**src/rtl/go_board_pkg.sv**
```systemverilog
// rtl/go_board_pkg.sv - Go Board clock constants and ms-to-cycle conversion
package go_board_pkg;

  localparam int unsigned CLK_HZ        = 25_000_000;
  localparam int unsigned CYCLES_PER_MS = CLK_HZ / 1000;

  // Default blink timing for eye-readable LED messages.
  localparam int unsigned BLINK_ON_MS  = 100;
  localparam int unsigned BLINK_OFF_MS = 100;
  localparam int unsigned BLINK_GAP_MS = 500;

  function automatic int unsigned ms_to_cycles(input int unsigned ms);
    return ms * CYCLES_PER_MS;
  endfunction

endpackage

```
**src/rtl/cycle_timer.sv**
```systemverilog
// rtl/cycle_timer.sv - reloadable down-counter flagging the last cycle of a segment
module cycle_timer #(
  parameter int unsigned W = 8
) (
  input  logic         i_Clk,
  input  logic         i_Rst_L,
  input  logic         i_Load,
  input  logic [W-1:0] i_Load_Val,
  output logic         o_Expired
);

  logic [W-1:0] cnt_q;
  logic [W-1:0] cnt_d;

  // Load value is (duration - 1), so expiry marks the final cycle of the segment.
  assign o_Expired = (cnt_q == '0);

  // Reload on strobe, otherwise count down and hold at zero.
  always_comb begin
    cnt_d = cnt_q;
    if (i_Load) begin
      cnt_d = i_Load_Val;
    end else if (cnt_q != '0) begin
      cnt_d = cnt_q - 1'b1;
    end
  end

  // Counter register.
  always_ff @(posedge i_Clk or negedge i_Rst_L) begin
    if (!i_Rst_L) begin
      cnt_q <= '0;
    end else begin
      cnt_q <= cnt_d;
    end
  end

endmodule

```
**src/rtl/led_blink_tx.sv**
```systemverilog
// rtl/led_blink_tx.sv - shows a 4-bit value as timed LED blinks followed by a dark gap
module led_blink_tx
  import go_board_pkg::*;
#(
  parameter int unsigned ON_CYCLES  = ms_to_cycles(BLINK_ON_MS),
  parameter int unsigned OFF_CYCLES = ms_to_cycles(BLINK_OFF_MS),
  parameter int unsigned GAP_CYCLES = ms_to_cycles(BLINK_GAP_MS)
) (
  input  logic       i_Clk,
  input  logic       i_Rst_L,
  input  logic [3:0] i_Count,
  input  logic       i_Valid,
  output logic       o_Ready,
  output logic       o_LED,
  output logic       o_Busy,
  output logic       o_Done
);

  localparam int unsigned MAX_ON_OFF = (ON_CYCLES > OFF_CYCLES) ? ON_CYCLES : OFF_CYCLES;
  localparam int unsigned MAX_CYCLES = (MAX_ON_OFF > GAP_CYCLES) ? MAX_ON_OFF : GAP_CYCLES;
  localparam int unsigned TW         = (MAX_CYCLES > 1) ? $clog2(MAX_CYCLES) : 1;

  localparam logic [TW-1:0] ON_LOAD  = TW'(ON_CYCLES - 1);
  localparam logic [TW-1:0] OFF_LOAD = TW'(OFF_CYCLES - 1);
  localparam logic [TW-1:0] GAP_LOAD = TW'(GAP_CYCLES - 1);

  localparam logic [1:0] S_IDLE = 2'd0;
  localparam logic [1:0] S_ON   = 2'd1;
  localparam logic [1:0] S_OFF  = 2'd2;
  localparam logic [1:0] S_GAP  = 2'd3;

  logic [1:0]    state_q, state_d;
  logic [3:0]    rem_q, rem_d;
  logic          led_q, led_d;
  logic          busy_q, busy_d;
  logic          done_q, done_d;
  logic          tmr_load;
  logic [TW-1:0] tmr_load_val;
  logic          tmr_expired;

  cycle_timer #(
    .W (TW)
  ) u_timer (
    .i_Clk      (i_Clk),
    .i_Rst_L    (i_Rst_L),
    .i_Load     (tmr_load),
    .i_Load_Val (tmr_load_val),
    .o_Expired  (tmr_expired)
  );

  assign o_Ready = (state_q == S_IDLE);
  assign o_LED   = led_q;
  assign o_Busy  = busy_q;
  assign o_Done  = done_q;

  // Message sequencer: every segment change reloads the shared timer in the same cycle.
  always_comb begin
    state_d      = state_q;
    rem_d        = rem_q;
    tmr_load     = 1'b0;
    tmr_load_val = '0;
    done_d       = 1'b0;
    case (state_q)
      S_IDLE: begin
        if (i_Valid) begin
          rem_d    = i_Count;
          tmr_load = 1'b1;
          if (i_Count != 4'd0) begin
            state_d      = S_ON;
            tmr_load_val = ON_LOAD;
          end else begin
            state_d      = S_GAP;
            tmr_load_val = GAP_LOAD;
          end
        end
      end
      S_ON: begin
        if (tmr_expired) begin
          rem_d    = rem_q - 4'd1;
          tmr_load = 1'b1;
          if (rem_q == 4'd1) begin
            state_d      = S_GAP;
            tmr_load_val = GAP_LOAD;
          end else begin
            state_d      = S_OFF;
            tmr_load_val = OFF_LOAD;
          end
        end
      end
      S_OFF: begin
        if (tmr_expired) begin
          state_d      = S_ON;
          tmr_load     = 1'b1;
          tmr_load_val = ON_LOAD;
        end
      end
      S_GAP: begin
        if (tmr_expired) begin
          state_d = S_IDLE;
          done_d  = 1'b1;
        end
      end
      default: state_d = S_IDLE;
    endcase
    led_d  = (state_d == S_ON);
    busy_d = (state_d != S_IDLE);
  end

  // State, blink count and registered outputs.
  always_ff @(posedge i_Clk or negedge i_Rst_L) begin
    if (!i_Rst_L) begin
      state_q <= S_IDLE;
      rem_q   <= 4'd0;
      led_q   <= 1'b0;
      busy_q  <= 1'b0;
      done_q  <= 1'b0;
    end else begin
      state_q <= state_d;
      rem_q   <= rem_d;
      led_q   <= led_d;
      busy_q  <= busy_d;
      done_q  <= done_d;
    end
  end

endmodule

```
**config.mk**
```make
export PLATFORM = sky130hd
export DESIGN_NAME = led_blink_tx
export DESIGN_NICKNAME = d
export VERILOG_FILES = /design/src/rtl/go_board_pkg.sv /design/src/rtl/cycle_timer.sv /design/src/rtl/led_blink_tx.sv
export SDC_FILE = /design/constraint.sdc
export NUM_CORES = 1
export LEC_CHECK = 0
export ABC_AREA = 1
export BUFFER_PORTS_ARGS = -buffer_cell sky130_fd_sc_hd__buf_2
export CORE_ASPECT_RATIO = 0.6
export CORE_UTILIZATION = 45
export CTS_BUF_LIST = sky130_fd_sc_hd__clkbuf_8 sky130_fd_sc_hd__clkbuf_16
export DETAILED_ROUTE_END_ITERATION = 16
export PLACE_DENSITY = 0.74
export SLEW_MARGIN = 20
export SYNTH_ARGS = -nofsm -noshare
export SYNTH_HDL_FRONTEND = slang
export SYNTH_SLANG_ARGS = --single-unit
export TNS_END_PERCENT = 20
```
**constraint.sdc**
```tcl
create_clock -name i_Clk -period 2.7 [get_ports i_Clk]
set_input_delay 0.54 -clock i_Clk [delete_from_list [all_inputs] [get_ports i_Clk]]
set_output_delay 0.54 -clock i_Clk [all_outputs]
set_load 0.01 [all_outputs]
```
# After elaboration in Yosys (flattened, before gate mapping)
# Index checks and enable logic that the tools add are counted.
[totals] ff_bits=33 in_bits=7 out_inout_bits=4 word_cells=46
[op_classes] eq_ne=7 n_mux=22 reduce_logical=9 n_addsub=2
[op_table] op="$mux W24" n=6
[op_table] op="$pmux W24 S3" n=1
[op_table] op="$logic_not A24 Y1" n=1
[op_table] op="$reduce_bool A24 Y1" n=1
[op_table] op="$sub A24 B1 Y24 const B" n=1
[op_table] op="$mux W22" n=1
[op_table] op="$mux W2" n=5
[op_table] op="$mux W4" n=2
[op_table] op="$pmux W2 S4" n=1
[op_table] op="$pmux W4 S2" n=1
[op_table] op="$reduce_bool A2 Y1" n=3
[op_table] op="$eq A2 B1 Y1 const B" n=2
[op_table] op="$eq A2 B2 Y1 const B" n=2
[op_table] op="$eq A4 B1 Y1 const B" n=1
[op_table] op="$mux W1" n=4
[op_table] op="$ne A2 B2 Y1 const B" n=2
[op_table] op="$reduce_bool A4 Y1" n=1
[op_table] op="$sub A4 B1 Y4 const B" n=1
[op_table] op="$reduce_and A3 Y1" n=1
[op_table] op="$logic_not A2 Y1" n=1
[op_table] op="$pmux W1 S2" n=1
[op_table] op="$reduce_or A2 Y1" n=1

# Longest topological paths before layout
# Gate-level depths: netlist of run 1.
[depth] ltp_word=5 mapped_depth=12 ltp_nobuf=12

# Cells and area by module
# Synthesis of run 1 repeated with hierarchy kept, for this count alone.
[hier_totals] cells_unflattened=346 hier_area_um2=2279.7
[modules_own_cells] mod="cycle_timer" seq_area_each_um2=600.6 area_per_inst_um2=1619.1 instances=1 cells_each=254
[modules_own_cells] mod="led_blink_tx" seq_area_each_um2=225.2 area_per_inst_um2=660.6 instances=1 cells_each=92

# Worst setup path before layout of run 1
# Ideal clock, no wire load.
[synth_timing] path_type="flip-flop to flip-flop" startpoint="reg u_timer.cnt_q[0]" endpoint="reg u_timer.cnt_q[18]" stages_incl_launch_ff=10 arrival_time_ps=1697 required_ps=2627 setup_time_ps=73 period_less_slack_ps=1771 path_slack_ps=929 path_buffers=1 cell_sequence="dfrtp_1 -> inv_1 -> ha_1 -> nand2_2 -> nor2_4 -> nand4_4 -> a21oi_4 -> nor2_4 -> buf_6 -> a21oi_2"
[synth_between] elab_chain_len=4 elab_cells_between_ends=11 classes_between="add/sub (1); mux (7); reduce/logical (3)"
[synth_rtl] item="start, declared" line_no="cycle_timer.sv:12" text="logic [W-1:0] cnt_q;"
[synth_rtl] item="start signal, assigned" line_no="cycle_timer.sv:33" text="cnt_q <= cnt_d;"
[synth_rtl] item="parallel branches: the longest is 4 deep, another holds $sub A24 B1 Y24"
# Several ways; the timed one is not identified. The select of a mux whose other input is x is not followed.
# A chain may end at the register's enable or synchronous reset.

# Worst setup path after layout of run 1
[layout_timing] startpoint="reg u_timer.cnt_q[0]" endpoint="reg u_timer.cnt_q[3]"
# Same word-level chain as after synthesis.

==> qor.csv, run 1 <==
stage,metric,value,unit
floorplan,fp.dieW,91.6,um
cts,cts_resized,0,
timing,tns,0,ns
worst_setup_path,path_delay_family,simple AND/OR/NAND/NOR gates,
worst_setup_path,start_kind,register,
layout,multi_input_area,1200,um^2
detailed_routing,wl_met1,2510,um
detailed_routing,dr_wl_met2,1820,um
floorplan,num_rows,19,
detailed_routing,ant_nets,0,
floorplan,floorplan.initialDensity,0.472,
timing,rsz0062_at_grt,false,
detailed_routing,drtPass1Iterations,4,
cts,ctsHtreeMaxLevel,2,
global_routing,track_usage,0.208,
global_routing,grt_pass1_vias,1656,
cts,cts.sinks,33,
synth,synth_top_area_frac,0.381,
floorplan,die_y,55.8,um
detailed_routing,drc,0,
layout,antenna_cells,0,
detailed_routing,finalWirelength,4660,um
timing,finalSetupViolCount,0,
worst_setup_path,worst-path-buf-inv,1,
timing,period_share,0.786,
synth,avgSynthCellArea,7.45,um^2
place,place_inst,360,
synth,synth_ff_type,dfrtp_1,
detailed_routing,dr_wl_met3,268,um
timing,period_needed,2.12,ns
cts,cts_buffer_depth,2,
synth,syn_nets,305,
place,dpl.hpwl,3490,um
timing,worst_pin_slew,0.752,ns
worst_setup_path,reg2reg_slack,0.58,ns
timing,finalHoldViolCount,0,
worst_setup_path,worstPathRequired,2.85,ns
timing,slew_viol_final,0,
timing,finClkSkew,0.00709,ns
layout,num-nets-final,318,
timing,fmax,0.471,GHz
synth,synth_cells,291,
detailed_routing,routed_via_density,4.92,
cts,clkLatencyLatePin,0.29,ns
power_and_ir_drop,ir_worst_vdd,486,uV
cts,cts_root_buffer,clkbuf_8,
power_and_ir_drop,power_density,1170,nW/um^2
cts,clk_pin_slew,0.07,ns
layout,drive_above_1_share,0.138,
layout,fin_cells,368,
hold_path,min_path_type,input port to async pin,
global_routing,gr-total-overflow,0,
synth,synth_cell_types,27,
synth,ys_async_sr_fraction,1.00,
cts,post-cts-setup-buffer-count,0,
synth,synth_edf_count,0,
cts,hold_buffers,0,
synth,synth-seq-cells,33,
detailed_routing,wl_per_cell,12.7,um
job,maxCapViolations,0,
worst_setup_path,slowest_delay,0.41,ns
synth,ys_seq_area_frac,0.381,
status,status,"complete, no violations",
power_and_ir_drop,p_leak,0.00124,uW
worst_setup_path,arrival,2.28,ns
layout,syn2layout_area_growth,8.55,%
detailed_routing,dr_total_vias,1811,
worst_setup_path,rr_worst_depth,9,
synth,yosysWarnings,0,
worst_setup_path,slowest_stage,dfrtp_1,
timing,relSlewSlack,0.499,
place,gp_congestion,0.853,
cts,numCtsBuffers,5,
worst_setup_path,path_max_fanout,20,
floorplan,core,4590,um^2
worst_setup_path,path_cells,inv_1 -> ha_1 -> nand2_2 -> nor2_4 -> nand4_4 -> nand2_1 -> nand2_1 -> o21ai_0 -> a21oi_2,
worst_setup_path,path_depth,9,
worst_setup_path,path_class,register to register,
floorplan,die-area,5110,um^2
layout,area.sequential,826,um^2
floorplan,ios,11,
synth,synth_area,2170,um^2
worst_setup_path,crit_path_end_kind,register,
synth,synth_area_leaders,"dfrtp_1, nand2_1, nor2_1, inv_1, xor2_1",
detailed_routing,first_iter_violations,67,
synth,yosysTopAreaCell,dfrtp_1,
worst_setup_path,cpMostUsedCell,nand2_1,
global_routing,grt_pass1_wl,8090,um
detailed_routing,top_layer,met4,
place,portBuffers,10,
global_routing,antenna_found_initial,0,
layout,fillers,449,
cts,cts_tree,built,
global_routing,grt_max_degree,34,
## cell families after synthesis
logic type / share of synthesized area
simple gates: 0.338
compound gates: 0.107
buf+inv: 0.0647
flops: 0.381
xor+xnor: 0.0687
fa+ha+maj: 0.0404
## synth_stat cells, drive strengths merged (2+ instances only)
master	instances
nand4	3
nand3	14
dfrtp	33
xor2	11
nand2	87
nor3	3
buf	2
o21ai	15
ha	7
nor2	53
clkbuf	2
xnor2	6
a21oi	21
inv	31
## state kept, by name, indices dropped and copies added, names as in the netlist
signal	flops
u_timer.cnt_q	24
o_Busy	1
o_Done	1
o_LED	1
rem_q	4
state_q	2
## metrics by stage
stage / total power, uW / utilization / hold slack [ns] / worst slack, ns / instance area, um^2
2_1_floorplan: 2080 / - / 0.244 / 0.929 / 2170
3_3_place_gp: 2350 / 0.495 / 0.498 / 0.671 / 2270
3_5_place_dp: 2400 / 0.495 / 0.498 / 0.597 / 2270
4_1_cts: 2760 / 0.513 / 0.343 / 0.583 / 2350
5_1_grt: 3030 / 0.513 / 0.380 / 0.366 / 2350
6_report: 2750 / 0.513 / 0.316 / 0.577 / 2350
## power by group
part / total (uW) / internal [uW] / switching (uW)
registers: 886 / 696 / 190
logic: 1510 / 550 / 965
clock network: 354 / 172 / 182
## cell usage in the layout (no fill, tap or decap), drive strengths merged, types with 3 or more instances in the layout
master,instances
dfrtp,33
a21oi,21
buf,10
o21ai,15
nand4,3
nand2,87
xnor2,6
clkbuf,5
ha,7
nor3,3
nand3,14
inv,34
xor2,11
nor2,53
## path summary, 6_finish.rpt
check | startpoint | endpoint
max reg2reg | u_timer.cnt_q[0]$_DFFE_PN0P_ | u_timer.cnt_q[3]$_DFFE_PN0P_
min | i_Rst_L | u_timer.cnt_q[19]$_DFFE_PN0P_
max | u_timer.cnt_q[0]$_DFFE_PN0P_ | u_timer.cnt_q[3]$_DFFE_PN0P_
min in group i_Clk | u_timer.cnt_q[1]$_DFFE_PN0P_ | u_timer.cnt_q[1]$_DFFE_PN0P_
min reg2reg | u_timer.cnt_q[1]$_DFFE_PN0P_ | u_timer.cnt_q[1]$_DFFE_PN0P_
max in group asynchronous | i_Rst_L | u_timer.cnt_q[1]$_DFFE_PN0P_
## final cells by class
cell class              instances  share of cell area
clock inverters                 3             0.00479
clock buffers                   5              0.0293
well taps                      63              0.0335
repair buffers                 10              0.0213
multi-input cells             223               0.511
flip-flops and latches         33               0.351
inverters                      31              0.0495
## routing by layer
layer / track usage / vias to the layer above
met4: 0.0839 / 0
met3: 0.0492 / 7
met2: 0.276 / 35
li1: - / 932
met5: 0 / -
met1: 0.318 / 837
Note: power is estimated with default switching activity, not from simulation.
==> run 2, diff against run 1 <==
--- a/config.mk
+++ b/config.mk
@@ -5,7 +5,7 @@
 export SDC_FILE = /design/constraint.sdc
 export NUM_CORES = 1
 export LEC_CHECK = 0
-export ABC_AREA = 1
+export ABC_AREA = 0
 export BUFFER_PORTS_ARGS = -buffer_cell sky130_fd_sc_hd__buf_2
 export CORE_ASPECT_RATIO = 0.6
 export CORE_UTILIZATION = 45
==> constraint.sdc (replaced) <==
create_clock -name i_Clk -period 2.1 [get_ports i_Clk]
set_input_delay 0.42 -clock i_Clk [delete_from_list [all_inputs] [get_ports i_Clk]]
set_output_delay 0.42 -clock i_Clk [all_outputs]
set_load 0.01 [all_outputs]
==> run 2 against run 1 <==
Critical path depth decreased by 5. Maximum frequency increased by 1.4%. Register-to-register slack got worse by 0.57 ns. Sequential cell count is the same. Worst setup slack worse by 0.57 ns. Cell area grew 9.0%.
==> qor.csv, run 2 <==
stage,metric,value,unit
status,status,"complete, no violations",
synth,synth_most_common_cell,dfrtp_1,
cts,cts_tree,built,
timing,period_share,0.997,
timing,relSlewSlack,0.487,
synth,synth_area,2050,um^2
synth,avgSynthCellArea,9.30,um^2
timing,period_needed,2.09,ns
worst_setup_path,path_class,register to register,
worst_setup_path,rr_worst_depth,4,
synth,synth_top_area_frac,0.402,
layout,syn2layout_area_growth,24.8,%
timing,worst_pin_slew,0.770,ns
layout,largest_register,u_timer.cnt_q,
layout,drive_above_1_share,0.279,
floorplan,die_y,54.3,um
layout,final_common_cell,dfrtp_1,
layout,largest_reg_flops,24,
global_routing,grt_pass1_wl,8090,um
synth,yosysTopAreaCell,dfrtp_1,
worst_setup_path,worstPathRequired,2.31,ns
floorplan,fp.dieW,89.2,um
synth,ys_top_cells_by_count,"dfrtp_1, a21oi_1, nor2_1, xnor2_1, nor3_1",
detailed_routing,routed_via_density,5.78,
timing,finClkSkew,0.00378,ns
floorplan,floorplan.initialDensity,0.485,
worst_setup_path,worstSetupStartpoint,u_timer.cnt_q[16]$_DFFE_PN0P_,
worst_setup_path,worst_r2r_endpoint,u_timer.cnt_q[22]$_DFFE_PN0P_,
worst_setup_path,crit_path_end_kind,register,
worst_setup_path,arrival,2.31,ns
worst_setup_path,path_max_fanout,5,
timing,slew_viol_final,0,
timing,finalWorstSetupSlack,0.00600,ns
global_routing,grt_pass1_vias,1616,
power_and_ir_drop,ir_worst_vdd,263,uV
worst_setup_path,r2r_start,u_timer.cnt_q[16]$_DFFE_PN0P_,
layout,num-nets-final,279,
detailed_routing,wl_per_cell,15.7,um
worst_setup_path,start_kind,register,
layout,final_cell_mix,"dfrtp_1, buf_4, a21oi_1",
cts,cts.sinks,33,
worst_setup_path,reg2reg_slack,0.006,ns
cts,cts_root_buffer,clkbuf_8,
place,portBuffers,10,
synth,synth_area_leaders,"dfrtp_1, xnor2_1, a21oi_1, nor2_1, ha_1",
floorplan,num_rows,18,
synth,ys_async_sr_fraction,1.00,
timing,finalHoldViolCount,0,
place,dp_slack,-0.0683,ns
timing,fmax,0.478,GHz
detailed_routing,finalWirelength,5090,um
floorplan,ios,11,
power_and_ir_drop,power_density,442,nW/um^2
synth,synth_ff_type,dfrtp_1,
synth,yosysWarnings,0,
layout,antenna_cells,0,
synth,synth_cells,221,
global_routing,antenna_found_initial,0,
layout,biggestRegsByFlops,"u_timer.cnt_q x24, rem_q x4, state_q x2",
power_and_ir_drop,finalPower,1130,uW
cts,clkLatencyLatePin,0.29,ns
synth,synth_cell_types,49,
synth,synth_edf_count,0,
detailed_routing,drc,0,
place,dpl.hpwl,3660,um
cts,clk_pin_slew,0.06,ns
detailed_routing,dr_total_vias,1877,
power_and_ir_drop,p_leak,0.00109,uW
global_routing,track_usage,0.234,
cts,cts_buffer_depth,2,
synth,synth-seq-cells,33,
hold_path,min_path_type,input port to async pin,
synth,syn_nets,235,
timing,finalSetupViolCount,0,
detailed_routing,drtPass1Iterations,4,
place,gp_congestion,0.846,
global_routing,gr-total-overflow,0,
cts,numCtsBuffers,5,
layout,final_util,0.606,
global_routing,grt_max_degree,34,
timing,rsz0062_at_grt,true,
detailed_routing,first_iter_violations,125,
cts,ctsHtreeMaxLevel,2,
job,maxCapViolations,0,
floorplan,core,4230,um^2
detailed_routing,ant_nets,0,
synth,ys_seq_area_frac,0.402,
floorplan,die-area,4850,um^2
[run 2: metrics by stage]
| step | instance area (um^2) | hold WS (ns) | std cells | TNS [ns] |
|---|---|---|---|---|
| 2_1_floorplan | 2050 | 0.124 | 221 | 0 |
| 3_3_place_gp | 2380 | 0.524 | 315 | -0.206 |
| 3_5_place_dp | 2380 | 0.537 | 315 | -0.594 |
| 4_1_cts | 2480 | 0.223 | 322 | 0 |
| 5_1_grt | 2560 | 0.253 | 325 | -0.215 |
| 6_report | 2560 | 0.203 | 325 | 0 |
[run 2: worst max path at each step]
| stage | endpoint | slack (ns) | cells after the start |
|---|---|---|---|
| final | u_timer.cnt_q[22]$_DFFE_PN0P_ | 0.006 | 4 |
| after global routing | rem_q[0]$_DFFE_PN0P_ | -0.04 | 5 |
| after detailed placement | u_timer.cnt_q[7]$_DFFE_PN0P_ | -0.07 | 9 |
| after floorplan | u_timer.cnt_q[22]$_DFFE_PN0P_ | 0.002 | 7 |
| after global placement | u_timer.cnt_q[22]$_DFFE_PN0P_ | -0.04 | 6 |
| after CTS | u_timer.cnt_q[5]$_DFFE_PN0P_ | 0.009 | 6 |
[run 2: layout make-up]
| class | instances | area [um^2] |
|---|---|---|
| Clock inverter | 1 | 3.75 |
| Timing Repair Buffer | 44 | 320 |
| Multi-Input combinational cell | 172 | 1220 |
| Tap cell | 60 | 75.1 |
| Sequential cell | 33 | 827 |
| Fill cell | 385 | 1670 |
| Clock buffer | 6 | 82.6 |
| Inverter | 9 | 33.8 |
[run 2: report_power, final]
group / internal [uW] / total [uW] / switching, uW
registers: 636 / 636 / 0
clock network: 255 / 475 / 220
logic: 4.96 / 22.0 / 17.0
[run 2: timing repair]
item	4_1_cts	5_1_grt
hold buffers	0	0
buffers inserted	0	3
resized for setup	6	15
pin swaps	2	8
setup endpoints to repair	26	29
[run 2: logic make-up (layout without fill, tap and decap cells)]
kind of cell | after synthesis | after routing | synth area share
AO/OA/AOI/OAI | 57 | 57 | 0.183
XOR/XNOR | 20 | 20 | 0.0853
adder cells (fa/ha/maj) | 7 | 7 | 0.0426
buffers and inverters | 16 | 60 | 0.0329
flip-flops | 33 | 33 | 0.402
AND/OR/NAND/NOR | 88 | 88 | 0.254
[run 2: critical path, stage by stage (launching register included)]
cell and delay (ns):
dfrtp_1 0.39, or4_4 0.57, or3_1 0.38, or4b_1 0.53, a21oi_1 0.15
[run 2: per-layer routing]
metal | vias up | part of all wire | global-route usage
met3 | 8 | 0.063 | 0.0603
met4 | 0 | 0.012 | 0.0794
li1 | 891 | - | -
met5 | - | 0 | 0
met2 | 55 | 0.41 | 0.318
met1 | 923 | 0.52 | 0.354
